[config.mk]
export PLATFORM = sky130hd
export DESIGN_NAME = verification_stimulus_sequencer_flat
export DESIGN_NICKNAME = d
export VERILOG_FILES = /design/src/rtl/verification_stimulus_sequencer_if.sv /design/src/rtl/verification_stimulus_sequencer.sv /design/src/flat_wrapper.sv
export SDC_FILE = /design/constraint.sdc
export NUM_CORES = 1
export LEC_CHECK = 0
export ABC_AREA = 1
export CAP_MARGIN = 0
export CELL_PAD_IN_SITES_DETAIL_PLACEMENT = 1
export CELL_PAD_IN_SITES_GLOBAL_PLACEMENT = 1
export CORE_MARGIN = 5
export CORE_UTILIZATION = 30
export CTS_BUF_LIST = sky130_fd_sc_hd__clkbuf_16
export DETAILED_ROUTE_END_ITERATION = 10
export PLACE_DENSITY_LB_ADDON = 0.1
export SLEW_MARGIN = 20
export SYNTH_ARGS = -nofsm -noshare
export SYNTH_HDL_FRONTEND = slang
export SYNTH_SLANG_ARGS = --single-unit
[constraint.sdc]
create_clock -name clk_i -period 8.31 [get_ports clk_i]
set_input_delay 1.2465 -clock clk_i [delete_from_list [all_inputs] [get_ports clk_i]]
set_output_delay 1.2465 -clock clk_i [all_outputs]
set_load 0.02 [all_outputs]
[src/rtl/verification_stimulus_sequencer_if.sv]
// -----------------------------------------------------------------------------
// verification_stimulus_sequencer_if
// Bundles the stimulus the sequencer drives into the verification framework
// together with the completion/score signals the framework returns.
//   core_active_o          : per-core activity stimulus (NUM_CORES bits)
//   performance_metrics_o  : performance metric stimulus (32)
//   cache_metrics_o        : cache metric stimulus (32)
//   protocol_metrics_o     : protocol metric stimulus (32)
//   verification_enable_o  : framework enable, high only while running
//   verification_mode_o    : {5'b0, test mode}
//   verification_complete_i: completion flag from the framework
//   verification_score_i   : score from the framework
// master = sequencer side, slave = framework side.
// -----------------------------------------------------------------------------
`timescale 1ns/1ps
interface verification_stimulus_sequencer_if #(
  parameter int NUM_CORES = 4
);
  logic [NUM_CORES-1:0] core_active_o;
  logic [31:0]          performance_metrics_o;
  logic [31:0]          cache_metrics_o;
  logic [31:0]          protocol_metrics_o;
  logic                 verification_enable_o;
  logic [7:0]           verification_mode_o;
  logic                 verification_complete_i;
  logic [31:0]          verification_score_i;

  modport master (
    output core_active_o, performance_metrics_o, cache_metrics_o,
           protocol_metrics_o, verification_enable_o, verification_mode_o,
    input  verification_complete_i, verification_score_i
  );

  modport slave (
    input  core_active_o, performance_metrics_o, cache_metrics_o,
           protocol_metrics_o, verification_enable_o, verification_mode_o,
    output verification_complete_i, verification_score_i
  );
endinterface

[src/rtl/verification_stimulus_sequencer.sv]
// -----------------------------------------------------------------------------
// verification_stimulus_sequencer
// Generates constrained-random, legal-by-construction stimulus for the
// verification framework from a 32-bit Galois LFSR (poly 0x80200003), runs for
// a cycle budget, stops early on completion, drains DRAIN_CYCLES after budget
// expiry and latches pass/timeout/score for the testbench.
// Ports:
//   clk_i, rst_i (async, active high)
//   start_i, abort_i        : run control pulses
//   seed_i                  : LFSR seed (0 is remapped to 1)
//   core_mask_i             : cores allowed to go active
//   test_mode_i             : mode, latched at start
//   max_cycles_i            : RUN-cycle budget, latched at start
//   fw_if (master)          : stimulus out, completion/score in
//   busy_o, done_o          : state status
//   result_pass_o/_timeout_o, final_score_o, cycles_run_o : run results
// Optional: define STIM_ERROR_INJECT_EN to add inject_period_i/inject_count_o,
// which periodically force an illegal cache metric for negative testing.
// -----------------------------------------------------------------------------
`timescale 1ns/1ps
module verification_stimulus_sequencer #(
  parameter int NUM_CORES    = 4,
  parameter int DRAIN_CYCLES = 4,
  parameter int CYCLE_CNT_W  = 32
) (
  input  logic                   clk_i,
  input  logic                   rst_i,
  input  logic                   start_i,
  input  logic                   abort_i,
  input  logic [31:0]            seed_i,
  input  logic [NUM_CORES-1:0]   core_mask_i,
  input  logic [2:0]             test_mode_i,
  input  logic [CYCLE_CNT_W-1:0] max_cycles_i,
`ifdef STIM_ERROR_INJECT_EN
  input  logic [15:0]            inject_period_i,
  output logic [15:0]            inject_count_o,
`endif
  verification_stimulus_sequencer_if.master fw_if,
  output logic                   busy_o,
  output logic                   done_o,
  output logic                   result_pass_o,
  output logic                   result_timeout_o,
  output logic [31:0]            final_score_o,
  output logic [CYCLE_CNT_W-1:0] cycles_run_o
);

  localparam logic [31:0] LFSR_POLY = 32'h8020_0003;
  localparam int DRAIN_W = $clog2(DRAIN_CYCLES + 1);

  typedef enum logic [2:0] {IDLE, SEED, RUN, DRAIN, DONE} state_t;

  state_t                 state_q;
  logic [31:0]            lfsr_q;
  logic [2:0]             mode_q;
  logic [NUM_CORES-1:0]   mask_q;
  logic [CYCLE_CNT_W-1:0] budget_q;
  logic [CYCLE_CNT_W-1:0] cycles_q;
  logic [DRAIN_W-1:0]     drain_q;
  logic                   pass_q;
  logic                   timeout_q;
  logic [31:0]            score_q;
  logic [NUM_CORES-1:0]   core_q;
  logic [31:0]            perf_q;
  logic [31:0]            cache_q;
  logic [31:0]            prot_q;
  logic                   en_q;

  logic [31:0]            lfsr_d;
  logic [CYCLE_CNT_W-1:0] cycles_d;
  logic [NUM_CORES-1:0]   core_d;
  logic [31:0]            perf_d;
  logic [31:0]            cache_d;
  logic [31:0]            prot_d;
  logic                   enter_run;
  logic                   complete;

`ifdef STIM_ERROR_INJECT_EN
  logic [15:0] phase_q;
  logic [15:0] inj_count_q;
  logic [15:0] phase_d;
  logic        inj_hit;
`endif

  assign complete = fw_if.verification_complete_i;

  always_comb begin
    lfsr_d   = lfsr_q[0] ? ((lfsr_q >> 1) ^ LFSR_POLY) : (lfsr_q >> 1);
    cycles_d = (&cycles_q) ? cycles_q : cycles_q + 1'b1;

    // Stimulus for the RUN cycle about to start, taken from the current LFSR.
    core_d  = (mode_q == 3'b001) ? mask_q : (lfsr_q[NUM_CORES-1:0] & mask_q);
    perf_d  = (|core_d) ? {22'b0, lfsr_q[9:0] | 10'b1} : 32'd0;
    cache_d = (lfsr_q[16:10] > 7'd100) ? 32'd100 : {25'b0, lfsr_q[16:10]};
    prot_d  = {16'b0, lfsr_q[31:16]};

`ifdef STIM_ERROR_INJECT_EN
    // phase_q counts RUN cycles modulo the period; the period-th one injects.
    inj_hit = (inject_period_i != 16'd0) &&
              ({1'b0, phase_q} + 17'd1 == {1'b0, inject_period_i});
    phase_d = inj_hit ? 16'd0 : phase_q + 16'd1;
    if (inj_hit) begin
      core_d  = mask_q;
      perf_d  = 32'd0;
      cache_d = 32'hFFFF_FFFF;
    end
`endif

    // True on edges whose next state is RUN; completion beats budget expiry.
    enter_run = !abort_i &&
                (((state_q == SEED) && (budget_q != '0)) ||
                 ((state_q == RUN) && !complete && (cycles_d != budget_q)));
  end

  always_ff @(posedge clk_i or posedge rst_i) begin
    if (rst_i) begin
      state_q   <= IDLE;
      lfsr_q    <= 32'h1;
      mode_q    <= '0;
      mask_q    <= '0;
      budget_q  <= '0;
      cycles_q  <= '0;
      drain_q   <= '0;
      pass_q    <= 1'b0;
      timeout_q <= 1'b0;
      score_q   <= '0;
      core_q    <= '0;
      perf_q    <= '0;
      cache_q   <= '0;
      prot_q    <= '0;
      en_q      <= 1'b0;
`ifdef STIM_ERROR_INJECT_EN
      phase_q     <= '0;
      inj_count_q <= '0;
`endif
    end else begin
      // Stimulus is registered alongside the state: zero unless entering RUN.
      core_q  <= enter_run ? core_d  : '0;
      perf_q  <= enter_run ? perf_d  : '0;
      cache_q <= enter_run ? cache_d : '0;
      prot_q  <= enter_run ? prot_d  : '0;
      en_q    <= enter_run;
      if (enter_run) begin
        lfsr_q <= lfsr_d;
`ifdef STIM_ERROR_INJECT_EN
        phase_q <= phase_d;
        if (inj_hit && !(&inj_count_q)) inj_count_q <= inj_count_q + 16'd1;
`endif
      end

      case (state_q)
        IDLE, DONE: begin
          if (start_i) begin
            state_q   <= SEED;
            lfsr_q    <= (seed_i == 32'd0) ? 32'h1 : seed_i;
            mode_q    <= test_mode_i;
            mask_q    <= core_mask_i;
            budget_q  <= max_cycles_i;
            cycles_q  <= '0;
            drain_q   <= '0;
            pass_q    <= 1'b0;
            timeout_q <= 1'b0;
`ifdef STIM_ERROR_INJECT_EN
            phase_q     <= '0;
            inj_count_q <= '0;
`endif
          end
        end
        SEED, RUN, DRAIN: begin
          if (abort_i) begin
            state_q   <= IDLE;
            pass_q    <= 1'b0;
            timeout_q <= 1'b0;
            score_q   <= '0;
            cycles_q  <= '0;
          end else if (state_q == SEED) begin
            state_q <= (budget_q == '0) ? DRAIN : RUN;
          end else if (state_q == RUN) begin
            cycles_q <= cycles_d;
            if (complete) begin
              state_q <= DONE;
              pass_q  <= 1'b1;
              score_q <= fw_if.verification_score_i;
            end else if (cycles_d == budget_q) begin
              state_q <= DRAIN;
            end
          end else begin
            if (complete) begin
              state_q <= DONE;
              pass_q  <= 1'b1;
              score_q <= fw_if.verification_score_i;
            end else if (drain_q == DRAIN_W'(DRAIN_CYCLES - 1)) begin
              state_q   <= DONE;
              timeout_q <= 1'b1;
              score_q   <= fw_if.verification_score_i;
            end else begin
              drain_q <= drain_q + DRAIN_W'(1);
            end
          end
        end
        default: state_q <= IDLE;
      endcase
    end
  end

  assign fw_if.core_active_o         = core_q;
  assign fw_if.performance_metrics_o = perf_q;
  assign fw_if.cache_metrics_o       = cache_q;
  assign fw_if.protocol_metrics_o    = prot_q;
  assign fw_if.verification_enable_o = en_q;
  assign fw_if.verification_mode_o   = {5'b0, mode_q};

  assign busy_o           = (state_q == SEED) || (state_q == RUN) || (state_q == DRAIN);
  assign done_o           = (state_q == DONE);
  assign result_pass_o    = pass_q;
  assign result_timeout_o = timeout_q;
  assign final_score_o    = score_q;
  assign cycles_run_o     = cycles_q;
`ifdef STIM_ERROR_INJECT_EN
  assign inject_count_o   = inj_count_q;
`endif

endmodule

[src/flat_wrapper.sv]
// flat-port wrapper written by rule: the top's interface ports become plain ports
module verification_stimulus_sequencer_flat 
#(
  parameter int NUM_CORES    = 4,
  parameter int DRAIN_CYCLES = 4,
  parameter int CYCLE_CNT_W  = 32
)
  (clk_i, rst_i, start_i, abort_i, seed_i, core_mask_i, test_mode_i, max_cycles_i, busy_o, done_o, result_pass_o, result_timeout_o, final_score_o, cycles_run_o, fw_if_core_active_o, fw_if_performance_metrics_o, fw_if_cache_metrics_o, fw_if_protocol_metrics_o, fw_if_verification_enable_o, fw_if_verification_mode_o, fw_if_verification_complete_i, fw_if_verification_score_i);
  verification_stimulus_sequencer_if #(.NUM_CORES(NUM_CORES)) fw_if_i ();
  input  logic clk_i;
  input  logic rst_i;
  input  logic start_i;
  input  logic abort_i;
  input  logic [31:0] seed_i;
  input  logic [NUM_CORES-1:0] core_mask_i;
  input  logic [2:0] test_mode_i;
  input  logic [CYCLE_CNT_W-1:0] max_cycles_i;
  output logic busy_o;
  output logic done_o;
  output logic result_pass_o;
  output logic result_timeout_o;
  output logic [31:0] final_score_o;
  output logic [CYCLE_CNT_W-1:0] cycles_run_o;
  output wire logic [$bits(fw_if_i.core_active_o)-1:0] fw_if_core_active_o;
  output wire logic [$bits(fw_if_i.performance_metrics_o)-1:0] fw_if_performance_metrics_o;
  output wire logic [$bits(fw_if_i.cache_metrics_o)-1:0] fw_if_cache_metrics_o;
  output wire logic [$bits(fw_if_i.protocol_metrics_o)-1:0] fw_if_protocol_metrics_o;
  output wire logic [$bits(fw_if_i.verification_enable_o)-1:0] fw_if_verification_enable_o;
  output wire logic [$bits(fw_if_i.verification_mode_o)-1:0] fw_if_verification_mode_o;
  input wire logic [$bits(fw_if_i.verification_complete_i)-1:0] fw_if_verification_complete_i;
  input wire logic [$bits(fw_if_i.verification_score_i)-1:0] fw_if_verification_score_i;
  assign fw_if_core_active_o = fw_if_i.core_active_o;
  assign fw_if_performance_metrics_o = fw_if_i.performance_metrics_o;
  assign fw_if_cache_metrics_o = fw_if_i.cache_metrics_o;
  assign fw_if_protocol_metrics_o = fw_if_i.protocol_metrics_o;
  assign fw_if_verification_enable_o = fw_if_i.verification_enable_o;
  assign fw_if_verification_mode_o = fw_if_i.verification_mode_o;
  assign fw_if_i.verification_complete_i = fw_if_verification_complete_i;
  assign fw_if_i.verification_score_i = fw_if_verification_score_i;
  verification_stimulus_sequencer #(.NUM_CORES(NUM_CORES), .DRAIN_CYCLES(DRAIN_CYCLES), .CYCLE_CNT_W(CYCLE_CNT_W)) u_core (.clk_i(clk_i), .rst_i(rst_i), .start_i(start_i), .abort_i(abort_i), .seed_i(seed_i), .core_mask_i(core_mask_i), .test_mode_i(test_mode_i), .max_cycles_i(max_cycles_i), .fw_if(fw_if_i), .busy_o(busy_o), .done_o(done_o), .result_pass_o(result_pass_o), .result_timeout_o(result_timeout_o), .final_score_o(final_score_o), .cycles_run_o(cycles_run_o));
endmodule
## Word level (Yosys, flattened, before mapping)

Cells that the tools add are included.
Widths: inputs -> output; s select.

| word-level totals | value |
|---|---|
| logic and storage cells | 122 |
| output and inout port bits | 177 |
| input bits | 108 |
| flip-flop bits (word level) | 244 |

| operators by class | value |
|---|---|
| add/subtract/negate cells | 2 |
| mux-type cells | 52 |
| reduce and logical (&&, ||, !) cells | 26 |
| bitwise logic cells | 2 |
| magnitude comparators | 1 |
| equality and inequality tests | 24 |

Operators by type and width:

| kind | number |
|---|---|
| $mux 32 | 18 |
| $logic_not 32->1 | 2 |
| $pmux 32 s2 | 1 |
| $mux 3 | 14 |
| $add 32x1->32 const B | 1 |
| $eq 32x32->1 | 1 |
| $ne 32x32->1 | 1 |
| $reduce_and 32->1 | 1 |
| $reduce_bool 32->1 | 1 |
| $mux 16 | 1 |
| $ne 3x3->1 const B | 5 |
| $ne 2x2->1 const B | 7 |
| $pmux 3 s2 | 2 |
| $reduce_and 4->1 | 3 |
| $mux 1 | 10 |
| $mux 10 | 1 |
| $eq 3x2->1 const B | 3 |
| $mux 4 | 2 |
| $gt 7x7->1 const B | 1 |
| $mux 7 | 1 |
| $reduce_and 7->1 | 1 |
| $eq 3x1->1 const B | 2 |
| $ne 3x2->1 const B | 2 |
| $ne 6x3->1 const B | 1 |
| 18 further kinds | 25 |

## Logic depth before layout (Yosys ltp)

| depth | value |
|---|---|
| depth after elaboration | 9 |
| depth in mapped cells | 23 |
| mapped depth without buffers | 21 |

## Worst setup path after synthesis

Ideal clock, no wire load.

| path | value |
|---|---|
| path kind | register -> register |
| start point | register u_core.cycles_q[0], in the netlist u_core.cycles_run_o[0] |
| end point | register u_core.lfsr_q[12] |
| cell stages (with the launch flop) | 22 |
| period minus slack after synthesis | 2.772 ns |
| data arrival time | 2.655 ns |
| setup time | 0.117 ns |
| data required time | 8.193 ns |
| path slack | 5.538 ns |
| buffers on the path | 3 |
| path through | dfrtp_1 > ha_1 > nand2_2 > nor2_4 > nand2_4 > nor2_8 > nand2_4 > buf_6 > buf_6 > nand3_1 > nand2_1 > nor2_1 > nand2_1 > nor2_1 > nand3_1 > nand3_2 > nand2_4 > buf_6 > nand2_2 > nand2_1 > nand2_1 > nand2_1 |

| on the way | value |
|---|---|
| cells in the longest elaborated chain, start to end | 9 |
| elaborated cells between the ends (all ways) | 10 |
| classes of those cells | add/sub: 1; eq/ne: 1; mux: 4; reduce/logical: 4 |

RTL lines:

| element | line | source |
|---|---|---|
| start: declaration | verification_stimulus_sequencer.sv:57 | `logic [CYCLE_CNT_W-1:0] cycles_q;` |
| start signal: assignment | verification_stimulus_sequencer.sv:178 | `cycles_q <= cycles_d;` |
| $add 32x1->32 or $reduce_and 32->1 (tied branches) | verification_stimulus_sequencer.sv:88 | `cycles_d = (&cycles_q) ? cycles_q : cycles_q + 1'b1;` |
| $mux 32 (*) | verification_stimulus_sequencer.sv:88 |  |
| $ne 32x32->1 (*) | verification_stimulus_sequencer.sv:111 | `((state_q == RUN) && !complete && (cycles_d != budget_q)));` |
| $logic_and 1x1->1 (*) | verification_stimulus_sequencer.sv:111 |  |
| $logic_or 1x1->1 (*) | verification_stimulus_sequencer.sv:110 | `(((state_q == SEED) && (budget_q != '0)) \|\|` |
| $logic_and 1x1->1 (*) | verification_stimulus_sequencer.sv:109 | `enter_run = !abort_i &&` |
| $mux 32 (*) | verification_stimulus_sequencer.sv:142 | `if (enter_run) begin` |
| $mux 32 | verification_stimulus_sequencer.sv:152 | `if (start_i) begin` |
| $mux 32 (*) | verification_stimulus_sequencer.sv:150 | `case (state_q)` |
| end signal: assignment | verification_stimulus_sequencer.sv:143 | `lfsr_q <= lfsr_d;` |
| end signal: assignment | verification_stimulus_sequencer.sv:154 | `lfsr_q <= (seed_i == 32'd0) ? 32'h1 : seed_i;` |
| end: declaration | verification_stimulus_sequencer.sv:53 | `logic [31:0] lfsr_q;` |

Every way passes the cells marked *; elsewhere a longest branch is shown, timed or not.
A chain may end at the register's enable or synchronous reset.

## Worst setup path in the final report

| path | value |
|---|---|
| start point | register u_core.cycles_q[0], in the netlist u_core.cycles_run_o[0] |
| end point | register u_core.lfsr_q[15] |

The elaborated chain is that of the path after synthesis.

==> out/metrics.cfg <==
[outcome]
status=completed

[sta]
clock_skew_ns=0.0125
fin_crit_sh=0.546
fmax_mhz=220
min_period_ns=4.54
tns_ns=0
rsz0062_at_grt=false
finalMaxSlewViolations=0
finalSetupViolCount=0
slew_headroom=0.354
hold_viol=0
worstMarginPinSlew_ns=0.969

[detailed_routing]
wl_per_cell_um=17.0
drt_iter0_markers=375
drcViolationCount=0
vias_per_cell=4.59
first_pass_iters=5
ant_nets=0
vias=9117
wl_um=33700

[global_route]
grt_pass1_wl_um=53000
track_usage=0.185
grt_max_degree=112
antenna_found_initial=3
gr-total-overflow=0
grt_pass1_vias=9562

[setup_path]
path_max_fanout=51
worstPathArrival_ns=4.93
cp.required_ns=8.70
crit_path_start_kind=register
critical_path_class=reg2reg
end_kind=register
r2r_start=u_core.cycles_run_o[0]
crit_start=u_core.cycles_run_o[0]

[logic_synthesis]
ys_seq_area_frac=0.461
syn-cell-area_mm2=0.00982
synth-edff-count=0
synthFlopType=dfrtp_1
ys_ff_latch=181
synth_cells=1335
synth-async-reset-ratio=1.00
syn_area_per_cell_um2=7.36
ys.warnings.count=0
synth_cell_types=37

[layout]
syn_to_final_growth_pct=29.9
drive_gt1_frac=0.0531
final_common_cell=nand2_1
fillCellCount=3985
multiInputGateArea_mm2=0.00429
seqCellArea_mm2=0.00453
mostFrequentLayoutCells=nand2_1 (425), clkdlybuf4s50_1 (216), dfrtp_1 (180)
nets=1641

[power]
power_mw=3.84
vdd_ir_drop_max_v=0.000175
switchingPower_mw=1.66
power_density_mw_per_mm2=301
seq_power_share=0.360
switching_share=0.432
leakagePower_nw=6.23
clkPwrFrac=0.220
p_int_mw=2.18
combPwrFrac=0.420

[cts]
cts_buffer_depth=2
clockRootBuffer=clkbuf_16
clk_pin_slew_worst_paths_ns=0.08
clk_latency_ns=0.46
cts_tree=done
numCtsBuffers=17
cts_resized=0
postCtsSetupBuffers=0
h-tree-depth=4
cts_hold_buf=0
numClockSinks=181

[placement]
hpwl_um=24600
finalWeightedCongestion=0.843
port_buffers=216

[die]
core_area_mm2=0.0325
start_util=0.303
pin_count=285
std_cell_rows=66
die_w_um=191
die_h_um=191
die-area_mm2=0.0365

[min_path]
min_path_type=reg2reg
hold_path_startpoint=u_core.mask_q[3]

[flow_run]
maxCapViolations=0

[metrics by stage]
step                      cells  hold slack, ns  area [um2]  worst slack [ns]  utilization
final                      1986           0.478       12800              3.77        0.393
after floorplan            1402           0.436       10100              2.15            -
after global placement     1953           0.456       12100              3.81        0.374
after CTS                  1985           0.480       12800              3.71        0.393
after global routing       1986           0.502       12800              3.24        0.393
after detailed placement   1953           0.459       12100              3.72        0.374
[Yosys cell counts, types with 2 or more instances]
cell type  instances  share of area
nand2_4            4         0.0046
clkbuf_1          37          0.014
or2_2              2         0.0013
xor2_1             5         0.0045
o21ai_0           97          0.049
nand3_1          160          0.082
buf_2              5         0.0025
nand2_1          426           0.16
buf_4             70          0.053
clkinv_1           2        0.00076
a21oi_1            6         0.0031
nand4_1           10         0.0064
dfrtp_1          180           0.46
xnor2_1            4         0.0036
inv_2              2        0.00076
nor4_1            14         0.0089
inv_1            138          0.053
o21ai_1            5         0.0025
nor2_2             2         0.0013
o22ai_1           12         0.0076
nor2_1           110          0.042
buf_6              5         0.0057
nand3b_1           2         0.0015
nand2_2           17          0.011
nor2_4             2         0.0023
ha_1               3         0.0038
nor3_1             5         0.0025
[worst max-delay path: stages (launching register included)]
cell     delay, ns
dfrtp_1       0.51
ha_1          0.40
nand2_2       0.11
nor2_4        0.20
nand2_4       0.12
nor2_8        0.20
nand2_4       0.32
nand2_1       0.22
inv_1         0.10
nand2_1       0.06
nand2_1       0.04
nand2_1       0.06
nor2_1        0.05
nand2_1       0.10
nor2_1        0.06
nand3_1       0.10
nand3_2       0.63
nand2_4       0.75
nand2_1       0.18
nand2_1       0.10
nand2_1       0.05
nand2_1       0.07
[registers in the layout (all words and copies together), names as in the netlist]
name and count:
u_core.budget_q 32, u_core.cycles_run_o 32, u_core.drain_q 3, u_core.final_score_o 32, u_core.fw_if.cache_metrics_o 7, u_core.fw_if.core_active_o 4
u_core.fw_if.performance_metrics_o 10, u_core.fw_if.protocol_metrics_o 16, u_core.fw_if.verification_enable_o 1, u_core.lfsr_q 32, u_core.mask_q 4, u_core.mode_q 3
u_core.result_pass_o 1, u_core.result_timeout_o 1, u_core.state_q 3
[final timing paths]
kind                                                           end  slack (ns)  cells after the start
worst min-delay path                              u_core.mask_q[3]        0.48                      2
worst max register to register                   u_core.lfsr_q[15]        3.77                     21
worst min register to register                    u_core.mask_q[3]        0.48                      2
max in group asynchronous                      u_core.budget_q[15]        5.39                      3
worst max-delay path                             u_core.lfsr_q[15]        3.77                     21
min in group asynchronous       u_core.fw_if.protocol_metrics_o[1]        1.36                      2
[per-layer routing]
layer,routed length (um),GRT usage,part of all wire
met1,15800,0.252,0.47
met2,15400,0.293,0.46
met3,1970,0.0477,0.058
met4,502,0.0461,0.015
met5,27,0,0.00080
[logic make-up (layout without fill, tap and decap cells)]
family,after synthesis,after routing,synth area share
flops,181,181,0.461
other cells,1,69,0.000382
buf+inv,259,400,0.130
compound gates,124,124,0.0658
xor+xnor,9,9,0.00802
fa+ha+maj,3,3,0.00382
simple gates,758,758,0.331
[area by class of cell]
cell class                      count  area share
Clock buffer                       17      0.0333
Tap cell                          442      0.0433
Timing Repair Buffer              226       0.175
Clock inverter                     15      0.0145
Inverter                          142      0.0423
Sequential cell                   181       0.355
Multi-Input combinational cell    962       0.336
Antenna cell                        1    0.000196
[power by group through the flow]
stage | registers [mW] | clock network (mW) | logic, mW
6_report | 1.38 | 0.847 | 1.61
5_1_grt | 1.42 | 0.906 | 1.81
3_5_place_dp | 1.40 | 0 | 1.64
2_1_floorplan | 1.49 | 0 | 0.898
3_3_place_gp | 1.40 | 0 | 1.61
4_1_cts | 1.39 | 0.873 | 1.65
(Power assumes the default switching activity.)
